## src/rtl/processor_pkg.sv

```systemverilog
// rtl/processor_pkg.sv - shared processor constants for the instruction fetch path
package processor_pkg;

    // Fetch FSM encoding, kept as plain constants for legacy tools.
    localparam logic [2:0] FETCH_IDLE  = 3'd0;
    localparam logic [2:0] FETCH_ISSUE = 3'd1;
    localparam logic [2:0] FETCH_WAIT  = 3'd2;
    localparam logic [2:0] FETCH_HOLD  = 3'd3;
    localparam logic [2:0] FETCH_FAULT = 3'd4;

    localparam int INSTR_BYTES = 4;

    // addi x0, x0, 0 - bubble instruction for the processor top level.
    localparam logic [31:0] NOP = 32'h0000_0013;

    // Instruction memory read latency supported by the fetch unit.
    localparam int MEM_LATENCY_MIN = 1;
    localparam int MEM_LATENCY_MAX = 2;

endpackage

```

## src/rtl/fetch_pc_reg.sv

```systemverilog
// rtl/fetch_pc_reg.sv - program counter with redirect load, +4 increment and alignment check
// Ports:
//   clk, rst    clock, asynchronous active-high reset (pc returns to RESET_PC)
//   load        load load_pc into pc (takes priority over incr)
//   load_pc     redirect target
//   incr        advance pc by one instruction
//   pc          current program counter
//   misaligned  combinational strobe: load with a target that is not 4-byte aligned
module fetch_pc_reg
    import processor_pkg::*;
#(
    parameter int                   WORD_SIZE = 32,
    parameter logic [WORD_SIZE-1:0] RESET_PC  = '0
) (
    input  logic                 clk,
    input  logic                 rst,
    input  logic                 load,
    input  logic [WORD_SIZE-1:0] load_pc,
    input  logic                 incr,
    output logic [WORD_SIZE-1:0] pc,
    output logic                 misaligned
);

    assign misaligned = load && (load_pc[1:0] != 2'b00);

    // A misaligned target is still loaded so the faulting address is retained.
    always_ff @(posedge clk or posedge rst) begin
        if (rst) begin
            pc <= RESET_PC;
        end else if (load) begin
            pc <= load_pc;
        end else if (incr) begin
            pc <= pc + WORD_SIZE'(INSTR_BYTES);
        end
    end

endmodule

```

## src/rtl/instruction_fetch_unit.sv

```systemverilog
// rtl/instruction_fetch_unit.sv - fetches instructions from synchronous memory and hands them to decode
// Ports:
//   clk, rst                  clock, asynchronous active-high reset
//   fetch_en                  permits new fetches to start
//   mem_address, mem_rden     word address / read strobe to instruction memory
//   mem_q                     memory read data, valid MEM_LATENCY cycles after the read strobe
//   instr, instr_pc           captured instruction and its byte address
//   instr_valid, instr_ready  handshake with the decode stage
//   redirect, redirect_pc     one-cycle pulse loading a new pc
//   misaligned                sticky flag: redirect to a non-aligned target
//   fetch_busy                a memory read is issued or in flight
module instruction_fetch_unit
    import processor_pkg::*;
#(
    parameter int                   WORD_SIZE   = 32,
    parameter int                   ADDR_WIDTH  = 16,
    parameter logic [WORD_SIZE-1:0] RESET_PC    = '0,
    parameter int                   MEM_LATENCY = 1
) (
    input  logic                  clk,
    input  logic                  rst,
    input  logic                  fetch_en,
    output logic [ADDR_WIDTH-1:0] mem_address,
    output logic                  mem_rden,
    input  logic [WORD_SIZE-1:0]  mem_q,
    output logic [WORD_SIZE-1:0]  instr,
    output logic [WORD_SIZE-1:0]  instr_pc,
    output logic                  instr_valid,
    input  logic                  instr_ready,
    input  logic                  redirect,
    input  logic [WORD_SIZE-1:0]  redirect_pc,
    output logic                  misaligned,
    output logic                  fetch_busy
);

    // Anything other than the minimum latency is treated as the two-cycle memory.
    localparam logic [1:0] LAT = (MEM_LATENCY <= MEM_LATENCY_MIN) ? 2'd1 : 2'd2;

    logic [2:0]            state;
    logic [2:0]            state_d;
    logic [1:0]            lat_cnt;
    logic [ADDR_WIDTH-1:0] addr_q;
    logic [WORD_SIZE-1:0]  pc;
    logic                  pc_misaligned;
    logic                  redirect_ok;
    logic                  capture;
    logic                  handshake;

    // FAULT is terminal until reset, so redirects are ignored there.
    assign redirect_ok = redirect && (state != FETCH_FAULT);

    // A redirect in the capture cycle discards the returning word.
    assign capture   = (state == FETCH_WAIT) && (lat_cnt == 2'd1) && !redirect_ok;
    assign handshake = (state == FETCH_HOLD) && instr_valid && instr_ready;

    fetch_pc_reg #(
        .WORD_SIZE (WORD_SIZE),
        .RESET_PC  (RESET_PC)
    ) u_pc (
        .clk        (clk),
        .rst        (rst),
        .load       (redirect_ok),
        .load_pc    (redirect_pc),
        .incr       (capture),
        .pc         (pc),
        .misaligned (pc_misaligned)
    );

    always_comb begin
        state_d = state;
        case (state)
            FETCH_IDLE:  if (fetch_en) state_d = FETCH_ISSUE;
            FETCH_ISSUE: state_d = FETCH_WAIT;
            FETCH_WAIT:  if (lat_cnt == 2'd1) state_d = FETCH_HOLD;
            FETCH_HOLD:  if (handshake) state_d = fetch_en ? FETCH_ISSUE : FETCH_IDLE;
            FETCH_FAULT: state_d = FETCH_FAULT;
            default:     state_d = FETCH_IDLE;
        endcase
        if (redirect_ok) begin
            state_d = pc_misaligned ? FETCH_FAULT : (fetch_en ? FETCH_ISSUE : FETCH_IDLE);
        end
    end

    always_ff @(posedge clk or posedge rst) begin
        if (rst) begin
            state       <= FETCH_IDLE;
            lat_cnt     <= 2'd0;
            addr_q      <= '0;
            instr       <= '0;
            instr_pc    <= '0;
            instr_valid <= 1'b0;
            misaligned  <= 1'b0;
        end else begin
            state <= state_d;

            if (state == FETCH_ISSUE) begin
                lat_cnt <= LAT;
                addr_q  <= pc[ADDR_WIDTH+1:2];
            end else if ((state == FETCH_WAIT) && (lat_cnt != 2'd0)) begin
                lat_cnt <= lat_cnt - 2'd1;
            end

            if (capture) begin
                instr       <= mem_q;
                instr_pc    <= pc;
                instr_valid <= 1'b1;
            end else if (redirect_ok || handshake) begin
                instr_valid <= 1'b0;
            end

            if (redirect_ok && pc_misaligned) begin
                misaligned <= 1'b1;
            end
        end
    end

    // Address is driven live during ISSUE and then parked on the last issued word.
    assign mem_address = (state == FETCH_ISSUE) ? pc[ADDR_WIDTH+1:2] : addr_q;
    assign mem_rden    = (state == FETCH_ISSUE);
    assign fetch_busy  = (state == FETCH_ISSUE) || (state == FETCH_WAIT);

endmodule

```

## config.mk

```make
export PLATFORM = sky130hd
export DESIGN_NAME = instruction_fetch_unit
export DESIGN_NICKNAME = d
export VERILOG_FILES = /design/src/rtl/processor_pkg.sv /design/src/rtl/fetch_pc_reg.sv /design/src/rtl/instruction_fetch_unit.sv
export SDC_FILE = /design/constraint.sdc
export NUM_CORES = 1
export LEC_CHECK = 0
export CAP_MARGIN = 20
export CORE_UTILIZATION = 42
export DETAILED_ROUTE_END_ITERATION = 7
export PLACE_DENSITY = 0.72
export SYNTH_ARGS = -nofsm -noshare
export SYNTH_HDL_FRONTEND = slang
export SYNTH_SLANG_ARGS = --single-unit
```

## constraint.sdc

```tcl
create_clock -name clk -period 10.05 [get_ports clk]
set_clock_uncertainty 0.05 [all_clocks]
set_input_delay 1.5075 -clock clk [delete_from_list [all_inputs] [get_ports clk]]
set_output_delay 1.5075 -clock clk [all_outputs]
set_load 0.03 [all_outputs]
```

==> out/results.ini, run 1 <==
[clock_network]
clk_pin_slew_worst_paths_ns = 0.05
cts_hold_buf = 0
h-tree-depth = 4
ctsResizeCount = 0
clock_path_buffers = 2
root_buffer = clkbuf_16
numCtsBuffers = 17
cts_sinks = 119
cts_tree = done
cts_setup_buffers = 0
clk_latency_ns = 0.41

[synthesis]
syn_inst = 584
avgSynthCellArea_um2 = 9.345
yosysUniqueCellTypes = 57
synthArstFlopShare = 1.000
syn_area_mm2 = 0.005458
synth_top_area_frac = 0.5456
seq_area_frac_synth = 0.5456
ys.warnings.count = 0
synth-seq-cells = 119
synth_edf_count = 0
ys_top_cells_by_area = dfrtp_1 55%, nand2_1 15%, mux2_2 3.3%
synth-main-ff-cell = dfrtp_1
synth_nets = 656
yosys.area.top_type = dfrtp_1

[setup_path]
rrSetupSlack_ns = 7.37
cp.required_ns = 8.49
critPathMaxFanout = 17
crit_type = register to primary output
end_kind = primary output
startpoint_type = register
crit_start = state[1]$_DFFE_PP0P_
arrival_ns = 2.97
worstReg2RegStart = lat_cnt[1]$_DFFE_PP0P_
worstRegToRegCells = 7
reg2reg_to = u_pc.pc[24]$_DFFE_PP0P_
endpoint = mem_address[13]

[sta]
rsz0062_at_grt = false
clock.fmax_ghz = 0.2209
tightest_slew_ns = 1.024
period_share = 0.4505
finalSetupTns_ns = 0
max_slew_margin = 0.3176
hold_viol_final = 0
final-setup-viol-count = 0
worst_slack_ns = 5.523
post-route-min-period_ns = 4.527
final-max-slew-violation-count = 0

[floorplanning]
io_pins = 153
core_area_mm2 = 0.01262
start_util = 0.4325
die_h_um = 116.0
num_rows = 41
dieArea_mm2 = 0.01345
die_w_um = 116.0

[finish]
diodes = 0
layout_commonest_cell = nand2_1
syn_to_final_growth_pct = 39.75
mostFrequentLayoutCells = 225 x nand2_1, 152 x clkdlybuf4s50_1, 119 x dfrtp_1
nets = 797
drive_gt1_frac = 0.09485
fin_area_mm2 = 0.007627

[placement]
placed_area_mm2 = 0.007042
portBuffers = 152
place_ws_ns = 5.929
place_hpwl_mm = 9.501
gp_congestion = 0.7806

[routing]
drtPass1Iterations = 5
vias = 4781
routed_wl_mm = 14.32
drc = 0
wl_per_cell_um = 15.74
antenna_left = 0
drtIter0Drc = 335
drt-vias-per-instance = 5.254

[grt]
grt_pass1_wl_mm = 23.27
grt_max_degree = 70
grt_usage = 0.2274
grt_pass1_vias = 4692
globalRouteOverflowTotal = 0
antenna_found_initial = 0

[hold_path]
hp-class = register to register

[power]
p_leak_uw = 0.003528
powerDensity_mw_per_mm2 = 222.9
peakVddDrop_mv = 0.1356

[flow_run]
cap_violations = 0

[outcome]
status = finished, final reports clean

==> synth_stat cells, types with 4 or more instances <==
| cell | count |
|---|---|
| nand2_1 | 225 |
| dfrtp_1 | 119 |
| buf_2 | 20 |
| o21ai_0 | 20 |
| nand3_1 | 17 |
| mux2_2 | 16 |
| nor2_1 | 15 |
| nand4_1 | 10 |
| inv_1 | 9 |
| a221o_1 | 8 |
| a22oi_1 | 8 |
| nor4_1 | 8 |
| o21ai_1 | 8 |
| a21oi_1 | 7 |
| clkbuf_1 | 7 |
| nor3_1 | 6 |
| a21o_1 | 5 |
| a31oi_1 | 5 |
| and2_1 | 4 |
| and3_1 | 4 |
| o311ai_0 | 4 |
| or4_1 | 4 |
==> sequential cells by signal, indices dropped and copies added (netlist names) <==
| register | count |
|---|---|
| instr | 32 |
| instr_pc | 32 |
| u_pc.pc | 32 |
| addr_q | 16 |
| state | 3 |
| lat_cnt | 2 |
| instr_valid | 1 |
| misaligned | 1 |
==> critical path, cell delays in order, from the launching register on <==
cell,delay [ns]
dfrtp_1,0.55
nand2b_1,0.27
nor2_2,0.70
mux2_2,0.43
clkdlybuf4s50_1,0.60
==> through the flow <==
stage | cells | hold slack [ns] | power, uW | utilization
2_1_floorplan | 584 | 0.3886 | 950.5 | -
3_3_place_gp | 878 | 0.4052 | 1088 | 0.5580
3_5_place_dp | 878 | 0.4113 | 1109 | 0.5580
4_1_cts | 910 | 0.4255 | 1711 | 0.6044
5_1_grt | 910 | 0.4415 | 1791 | 0.6044
6_report | 910 | 0.4211 | 1700 | 0.6044
==> layer usage <==
| layer | track usage | routed length (um) | vias up |
|---|---|---|---|
| li1 | - | - | 2271 |
| met1 | 0.2916 | 6189 | 2301 |
| met2 | 0.3643 | 6811 | 194 |
| met3 | 0.06747 | 1108 | 15 |
| met4 | 0.08462 | 210 | 0 |
| met5 | 0 | 0 | - |
==> report_power, final <==
| part | switching (uW) | internal, uW | leakage, uW |
|---|---|---|---|
| Sequential | 132 | 582 | 0.00158 |
| Clock | 206 | 388 | 0.000292 |
| Combinational | 202 | 191 | 0.00166 |
| Total | 539 | 1160 | 0.00353 |
==> worst min path at each step <==
| stage | from | to | slack, ns | cells past startpoint |
|---|---|---|---|---|
| after detailed placement | u_pc.pc[1]$_DFFE_PP0P_ | instr_pc[1]$_DFFE_PP0P_ | 0.41 | 2 |
| final | instr_pc[18]$_DFFE_PP0P_ | instr_pc[18]$_DFFE_PP0P_ | 0.42 | 2 |
| after floorplan | u_pc.pc[0]$_DFFE_PP0P_ | instr_pc[0]$_DFFE_PP0P_ | 0.39 | 2 |
| after global routing | instr_pc[31]$_DFFE_PP0P_ | instr_pc[31]$_DFFE_PP0P_ | 0.44 | 2 |
| after CTS | instr[2]$_DFFE_PP0P_ | instr[2]$_DFFE_PP0P_ | 0.43 | 2 |
| after global placement | u_pc.pc[1]$_DFFE_PP0P_ | instr_pc[1]$_DFFE_PP0P_ | 0.41 | 2 |
==> area by class of cell <==
cell class	instances	area (um^2)
fill	1111	4992
sequential	119	2978
multi-input combinational	422	2261
timing repair buffer	156	1551
clock buffer	23	488.0
tap	172	215.2
clock inverter	9	97.59
inverter	9	36.28
==> logic make-up (layout without fill, tap and decap cells) <==
kind of cell             count (synthesis)  count (layout)  synth area share
AND/OR/NAND/NOR                        317             317            0.2593
flip-flops                             119             119            0.5456
AO/OA/AOI/OAI                           78              78           0.09881
buffers and inverters                   43             197           0.04241
multiplexers                            20              20           0.04058
XOR/XNOR                                 4               4          0.006420
adder cells (fa/ha/maj)                  3               3          0.006878
No activity file was read; power rests on OpenSTA's default activity.
==> inputs of run 2 (changes only) <==
==> constraint.sdc (replaced) <==
create_clock -name clk -period 4.4 [get_ports clk]
set_clock_uncertainty 0.05 [all_clocks]
set_input_delay 0.66 -clock clk [delete_from_list [all_inputs] [get_ports clk]]
set_output_delay 0.66 -clock clk [all_outputs]
set_load 0.03 [all_outputs]
==> run 2 against run 1 <==
  * Final cell count grew 0.11%
  * Critical endpoint is now mem_address[12]
  * Sequential share of layout area shrank 0.27 points
  * Register-to-register slack lost 5.5 ns
  * Total power grew 130%
  * Sequential power grew 130%
==> out/results.ini, run 2 (synthesis gave the netlist of run 1 again) <==
[outcome]
status = finished, final reports clean

[sta]
post-route-min-period_ns = 3.718
hold_viol_final = 0  ; unchanged
final-max-slew-violation-count = 0  ; unchanged
clock.fmax_ghz = 0.2690
final-setup-viol-count = 0  ; unchanged
worst_slack_ns = 0.6820  ; -4.841 ns
finalSetupTns_ns = 0  ; unchanged
max_slew_margin = 0.3365  ; +0.01888
rsz0062_at_grt = false
tightest_slew_ns = 0.9951  ; -0.02846 ns
period_share = 0.8450

[power]
pwr-share-clk = 0.358  ; +0.009
p_int_uw = 2693  ; +130%
comb_power_share = 0.227  ; -0.004
pwr-share-seq = 0.415  ; -0.005
peakVddDrop_mv = 0.3166  ; +130%
p_leak_uw = 0.003552  ; +0.68%
netSwitchingFraction = 0.3138  ; -0.003279
powerDensity_mw_per_mm2 = 511.1  ; +130%
switchingPower_uw = 1232  ; +130%

[finish]
diodes = 0  ; unchanged
register_area_mm2 = 0.002978  ; unchanged
drive_gt1_frac = 0.09608  ; +0.001225
syn_to_final_growth_pct = 40.72
nets = 799  ; +0.25%
multiInputGateArea_mm2 = 0.002261  ; unchanged
reg_top3 = instr: 32 flops, instr_pc: 32 flops, u_pc.pc: 32 flops
mostFrequentLayoutCells = 225 x nand2_1, 152 x clkdlybuf4s50_1, 119 x dfrtp_1
fill_cells = 1092  ; -1.7%
layout_commonest_cell = nand2_1

[hold_path]
hp-start = instr_pc[17]$_DFFE_PP0P_
hp-class = register to register

[grt]
globalRouteOverflowTotal = 0  ; unchanged
grt_max_degree = 66  ; -5.7%
grt_pass1_wl_mm = 22.91  ; -1.5%
grt_usage = 0.2227  ; -0.004686
antenna_found_initial = 0  ; unchanged
grt_pass1_vias = 4626  ; -1.4%

[routing]
drtIter0Drc = 282  ; -16%
routed_wl_mm = 14.20  ; -0.81%
antenna_left = 0  ; unchanged
drtPass1Iterations = 5  ; unchanged
wl_met3_mm = 1.032  ; -6.9%
wl_met2_mm = 6.876  ; +0.95%
vias = 4706  ; -1.6%
highest_layer = met4
drc = 0  ; unchanged
wl_met1_mm = 6.193  ; about the same
drt-vias-per-instance = 5.166  ; -1.7%
wl_per_cell_um = 15.59  ; -0.92%

[setup_path]
crit_start = state[1]$_DFFE_PP0P_
worstReg2RegStart = lat_cnt[1]$_DFFE_PP0P_
critPathMaxFanout = 17  ; unchanged
crit_type = register to primary output
end_kind = primary output
endpoint = mem_address[12]
reg2reg_to = u_pc.pc[26]$_DFFE_PP0P_
worstRegToRegCells = 8  ; +1
rrSetupSlack_ns = 1.84  ; -5.53 ns
cp.required_ns = 3.69  ; -4.80 ns
arrival_ns = 3.01  ; +0.04 ns
startpoint_type = register

[clock_network]
clk_latency_ns = 0.41  ; about the same
h-tree-depth = 4  ; unchanged
clock_path_buffers = 2  ; unchanged
ctsResizeCount = 0  ; unchanged
cts_tree = done
root_buffer = clkbuf_16
cts_setup_buffers = 0  ; unchanged
clk_pin_slew_worst_paths_ns = 0.05  ; about the same
cts_hold_buf = 0  ; unchanged
cts_sinks = 119  ; unchanged
numCtsBuffers = 17  ; unchanged

[floorplanning]
num_rows = 41  ; unchanged
dieArea_mm2 = 0.01345  ; unchanged
die_h_um = 116.0  ; unchanged
io_pins = 153  ; unchanged
core_area_mm2 = 0.01262  ; unchanged
die_w_um = 116.0  ; unchanged
start_util = 0.4325  ; unchanged

[placement]
portBuffers = 152  ; unchanged
place_ws_ns = 1.103  ; -4.826 ns
place_hpwl_mm = 9.385  ; -1.2%
gp_congestion = 0.8054  ; +3.2%

[flow_run]
cap_violations = 0  ; unchanged

run 2: cell count changes in the layout (fill, tap and decap cells not counted):
cell,delta
clkinv_4,+1
clkbuf_8,-1
clkinv_2,-1
bufinv_16,+1
buf_12,+2
clkinvlp_4,-1
run 2: cell type report:
class / count / area share
Sequential cell: 119 / 0.3877
Multi-Input combinational cell: 422 / 0.2944
Timing Repair Buffer: 158 / 0.2072
Clock buffer: 22 / 0.06175
Tap cell: 172 / 0.02802
Clock inverter: 9 / 0.01613
Inverter: 9 / 0.004725
run 2: worst max-delay path, stage by stage, from the launching register on:
cell	delay (ns)
dfrtp_1	0.55
nand2b_1	0.26
nor2_2	0.73
mux2_2	0.43
clkdlybuf4s50_1	0.60
run 2: worst min path at each step:
| stage | cells past startpoint | slack (ns) | to |
|---|---|---|---|
| after floorplan | 2 | 0.39 | instr_pc[0]$_DFFE_PP0P_ |
| after global placement | 2 | 0.40 | instr_pc[1]$_DFFE_PP0P_ |
| after detailed placement | 2 | 0.41 | instr_pc[17]$_DFFE_PP0P_ |
| after CTS | 2 | 0.43 | instr_pc[17]$_DFFE_PP0P_ |
| after global routing | 2 | 0.45 | instr[2]$_DFFE_PP0P_ |
| final | 2 | 0.42 | instr_pc[17]$_DFFE_PP0P_ |
run 2: through the flow:
stage                     hold slack (ns)  total power [uW]    util  instances  area [um^2]
after CTS                          0.4253              3957  0.6070        910         7660
after global placement             0.4045              2485  0.5596        879         7062
after floorplan                    0.3886              2171       -        584         5458
final                              0.4226              3925  0.6086        911         7680
after global routing               0.4466              4128  0.6086        911         7680
after detailed placement           0.4118              2531  0.5596        879         7062
run 2: power by group through the flow:
stage	Sequential [uW]	Combinational (uW)	Clock, uW
final	1630	892	1410
after global placement	1620	863	0
after detailed placement	1640	893	0
after global routing	1670	978	1480
after floorplan	1530	641	0
after CTS	1620	903	1430
run 2: metal layers:
layer  vias up  global-route usage
met2       150              0.3690
met5         -                   0
met4         0             0.05043
met1      2270              0.2792
met3        13             0.07950
li1       2273                   -
==> inputs of run 3 (changes only) <==
==> constraint.sdc (replaced) <==
create_clock -name clk -period 3.5 [get_ports clk]
set_clock_uncertainty 0.05 [all_clocks]
set_input_delay 0.525 -clock clk [delete_from_list [all_inputs] [get_ports clk]]
set_output_delay 0.525 -clock clk [all_outputs]
set_load 0.03 [all_outputs]
==> run 3 against run 2 <==
  * Final cell count is 0.55% higher
  * Critical path depth increased by 1
  * Design area grew 1.0%
  * First-iteration DRC count fell by 20%
  * Utilization rose by 0.63 points
  * Combinational power grew 26%
  * Critical path type unchanged
  * Worst setup slack lost 0.34 ns
  * Highest routed layer unchanged
  * Routed wire length is 0.74% lower
  * Largest cell class unchanged
==> out/results.ini, run 3 (synthesis gave the netlist of run 1 again) <==
[placement]
placed_area_mm2 = 0.007126  ; +0.90%
portBuffers = 152  ; unchanged
gp_congestion = 0.7817  ; -2.9%
place_ws_ns = 0.7297  ; -0.3733 ns
place_hpwl_mm = 9.570  ; +2.0%

[setup_path]
crit_cells = 5  ; +1
reg2reg_to = u_pc.pc[25]$_DFFE_PP0P_
cp_cell_sequence = nand2b_1 > nor2_2 > buf_4 > mux2_1 > clkdlybuf4s50_1
end_kind = primary output
critPathBufInv = 2  ; +1
cp_slowest_cell = clkdlybuf4s50_1
crit_start = state[1]$_DFFE_PP0P_
worstReg2RegStart = lat_cnt[1]$_DFFE_PP0P_
worstRegToRegCells = 7  ; -1
startpoint_type = register
cpPeakStageDelay_ns = 0.61  ; -0.12 ns
endpoint = mem_address[14]
cp.required_ns = 2.92  ; -0.77 ns
critPathMaxFanout = 17  ; unchanged
cp_top_family = buffers and inverters
arrival_ns = 2.58  ; -0.43 ns
rrSetupSlack_ns = 1.04  ; -0.80 ns
crit_type = register to primary output

[clock_network]
cts_sinks = 119  ; unchanged
cts_hold_buf = 0  ; unchanged
clock_path_buffers = 2  ; unchanged
ctsResizeCount = 0  ; unchanged
cts_tree = done
clk_latency_ns = 0.41  ; about the same
numCtsBuffers = 17  ; unchanged
clk_pin_slew_worst_paths_ns = 0.05  ; about the same
root_buffer = clkbuf_16
h-tree-depth = 4  ; unchanged
cts_setup_buffers = 0  ; unchanged

[grt]
grt_usage = 0.2244  ; +0.001702
globalRouteOverflowTotal = 0  ; unchanged
grt_pass1_vias = 4794  ; +3.6%
grt_pass1_wl_mm = 22.93  ; about the same
grt_max_degree = 50  ; -24%
antenna_found_initial = 0  ; unchanged

[routing]
wl_per_cell_um = 15.39  ; -1.3%
drtPass1Iterations = 4  ; -1
drc = 0  ; unchanged
drt-vias-per-instance = 5.191  ; +0.49%
vias = 4755  ; +1.0%
routed_wl_mm = 14.10  ; -0.74%
drtIter0Drc = 226  ; -20%
antenna_left = 0  ; unchanged

[power]
powerDensity_mw_per_mm2 = 648.3  ; +27%
comb_power_share = 0.224  ; -0.003
switchingPower_uw = 1546  ; +25%
peakVddDrop_mv = 0.3574  ; +13%
p_int_uw = 3485  ; +29%
pwr-share-clk = 0.369  ; +0.011
pwr-share-seq = 0.407  ; -0.008
netSwitchingFraction = 0.3072  ; -0.006599
p_leak_uw = 0.003582  ; +0.83%

[flow_run]
cap_violations = 0  ; unchanged

[sta]
post-route-min-period_ns = 3.157
final-setup-viol-count = 0  ; unchanged
clock.fmax_ghz = 0.3168
max_slew_margin = 0.3244  ; -0.01213
finalSetupTns_ns = 0  ; unchanged
period_share = 0.9019
hold_viol_final = 0  ; unchanged
final-max-slew-violation-count = 0  ; unchanged
tightest_slew_ns = 1.013  ; +0.01833 ns
worst_slack_ns = 0.3434  ; -0.3385 ns
rsz0062_at_grt = false

[floorplanning]
core_area_mm2 = 0.01262  ; unchanged
die_w_um = 116.0  ; unchanged
dieArea_mm2 = 0.01345  ; unchanged
start_util = 0.4325  ; unchanged
die_h_um = 116.0  ; unchanged
io_pins = 153  ; unchanged
num_rows = 41  ; unchanged

[finish]
drive_gt1_frac = 0.1008  ; +0.004731
layout_commonest_cell = nand2_1
syn_to_final_growth_pct = 42.18
fin_area_mm2 = 0.007760  ; +1.0%
fill_cells = 1098  ; +0.55%
diodes = 0  ; unchanged
reg_top3 = instr: 32 flops, instr_pc: 32 flops, u_pc.pc: 32 flops
mostFrequentLayoutCells = 225 x nand2_1, 152 x clkdlybuf4s50_1, 119 x dfrtp_1
nets = 803  ; +0.50%

[outcome]
status = finished, final reports clean

[hold_path]
hold_path_depth = 2  ; unchanged
hp-class = register to register
hp-start = instr_pc[16]$_DFFE_PP0P_

==> run 3: per-layer routing <==
metal	track usage	part of all wire	vias to the layer above
li1	-	-	2280
met1	0.2712	0.43	2282
met2	0.3603	0.46	169
met3	0.09257	0.082	24
met4	0.08120	0.021	0
met5	0	0	-
==> run 3: cell type report <==
cell class                      count  area [um^2]  share of cell area
Sequential cell                   119         2978              0.3837
Multi-Input combinational cell    422         2261              0.2914
Timing Repair Buffer              162         1634              0.2106
Clock buffer                       24        491.7             0.06337
Tap cell                          172        215.2             0.02773
Clock inverter                      8        142.6             0.01838
Inverter                            9        37.54            0.004837
==> run 3: worst min-delay path by stage <==
stage,to,slack (ns)
detailed placement,instr_pc[16]$_DFFE_PP0P_,0.41
global placement,instr_pc[1]$_DFFE_PP0P_,0.40
finish,instr_pc[16]$_DFFE_PP0P_,0.42
floorplan,instr_pc[0]$_DFFE_PP0P_,0.39
global route,instr_pc[14]$_DFFE_PP0P_,0.44
CTS,instr_pc[16]$_DFFE_PP0P_,0.42
==> run 3: stage by stage <==
| stage | hold slack, ns | utilization | total power [uW] | instances |
|---|---|---|---|---|
| 6_report | 0.4179 | 0.6149 | 5031 | 916 |
| 5_1_grt | 0.4386 | 0.6149 | 5306 | 916 |
| 4_1_cts | 0.4238 | 0.6149 | 5070 | 916 |
| 3_5_place_dp | 0.4109 | 0.5646 | 3187 | 884 |
| 3_3_place_gp | 0.4018 | 0.5646 | 3133 | 884 |
| 2_1_floorplan | 0.3886 | - | 2730 | 584 |
==> run 3: power by group through the flow <==
stage          Combinational [uW]  Clock, uW  Sequential (uW)
6_report                     1120       1860             2050
3_3_place_gp                 1090          0             2040
2_1_floorplan                 806          0             1920
3_5_place_dp                 1130          0             2060
5_1_grt                      1240       1970             2100
4_1_cts                      1140       1890             2040
==> run 3: tightest hold or removal path: cells and delay by family, from the launching register on <==
family / cells / cell delay, ns
flip-flops: 1 / 0.33
AND/OR/NAND/NOR: 2 / 0.10
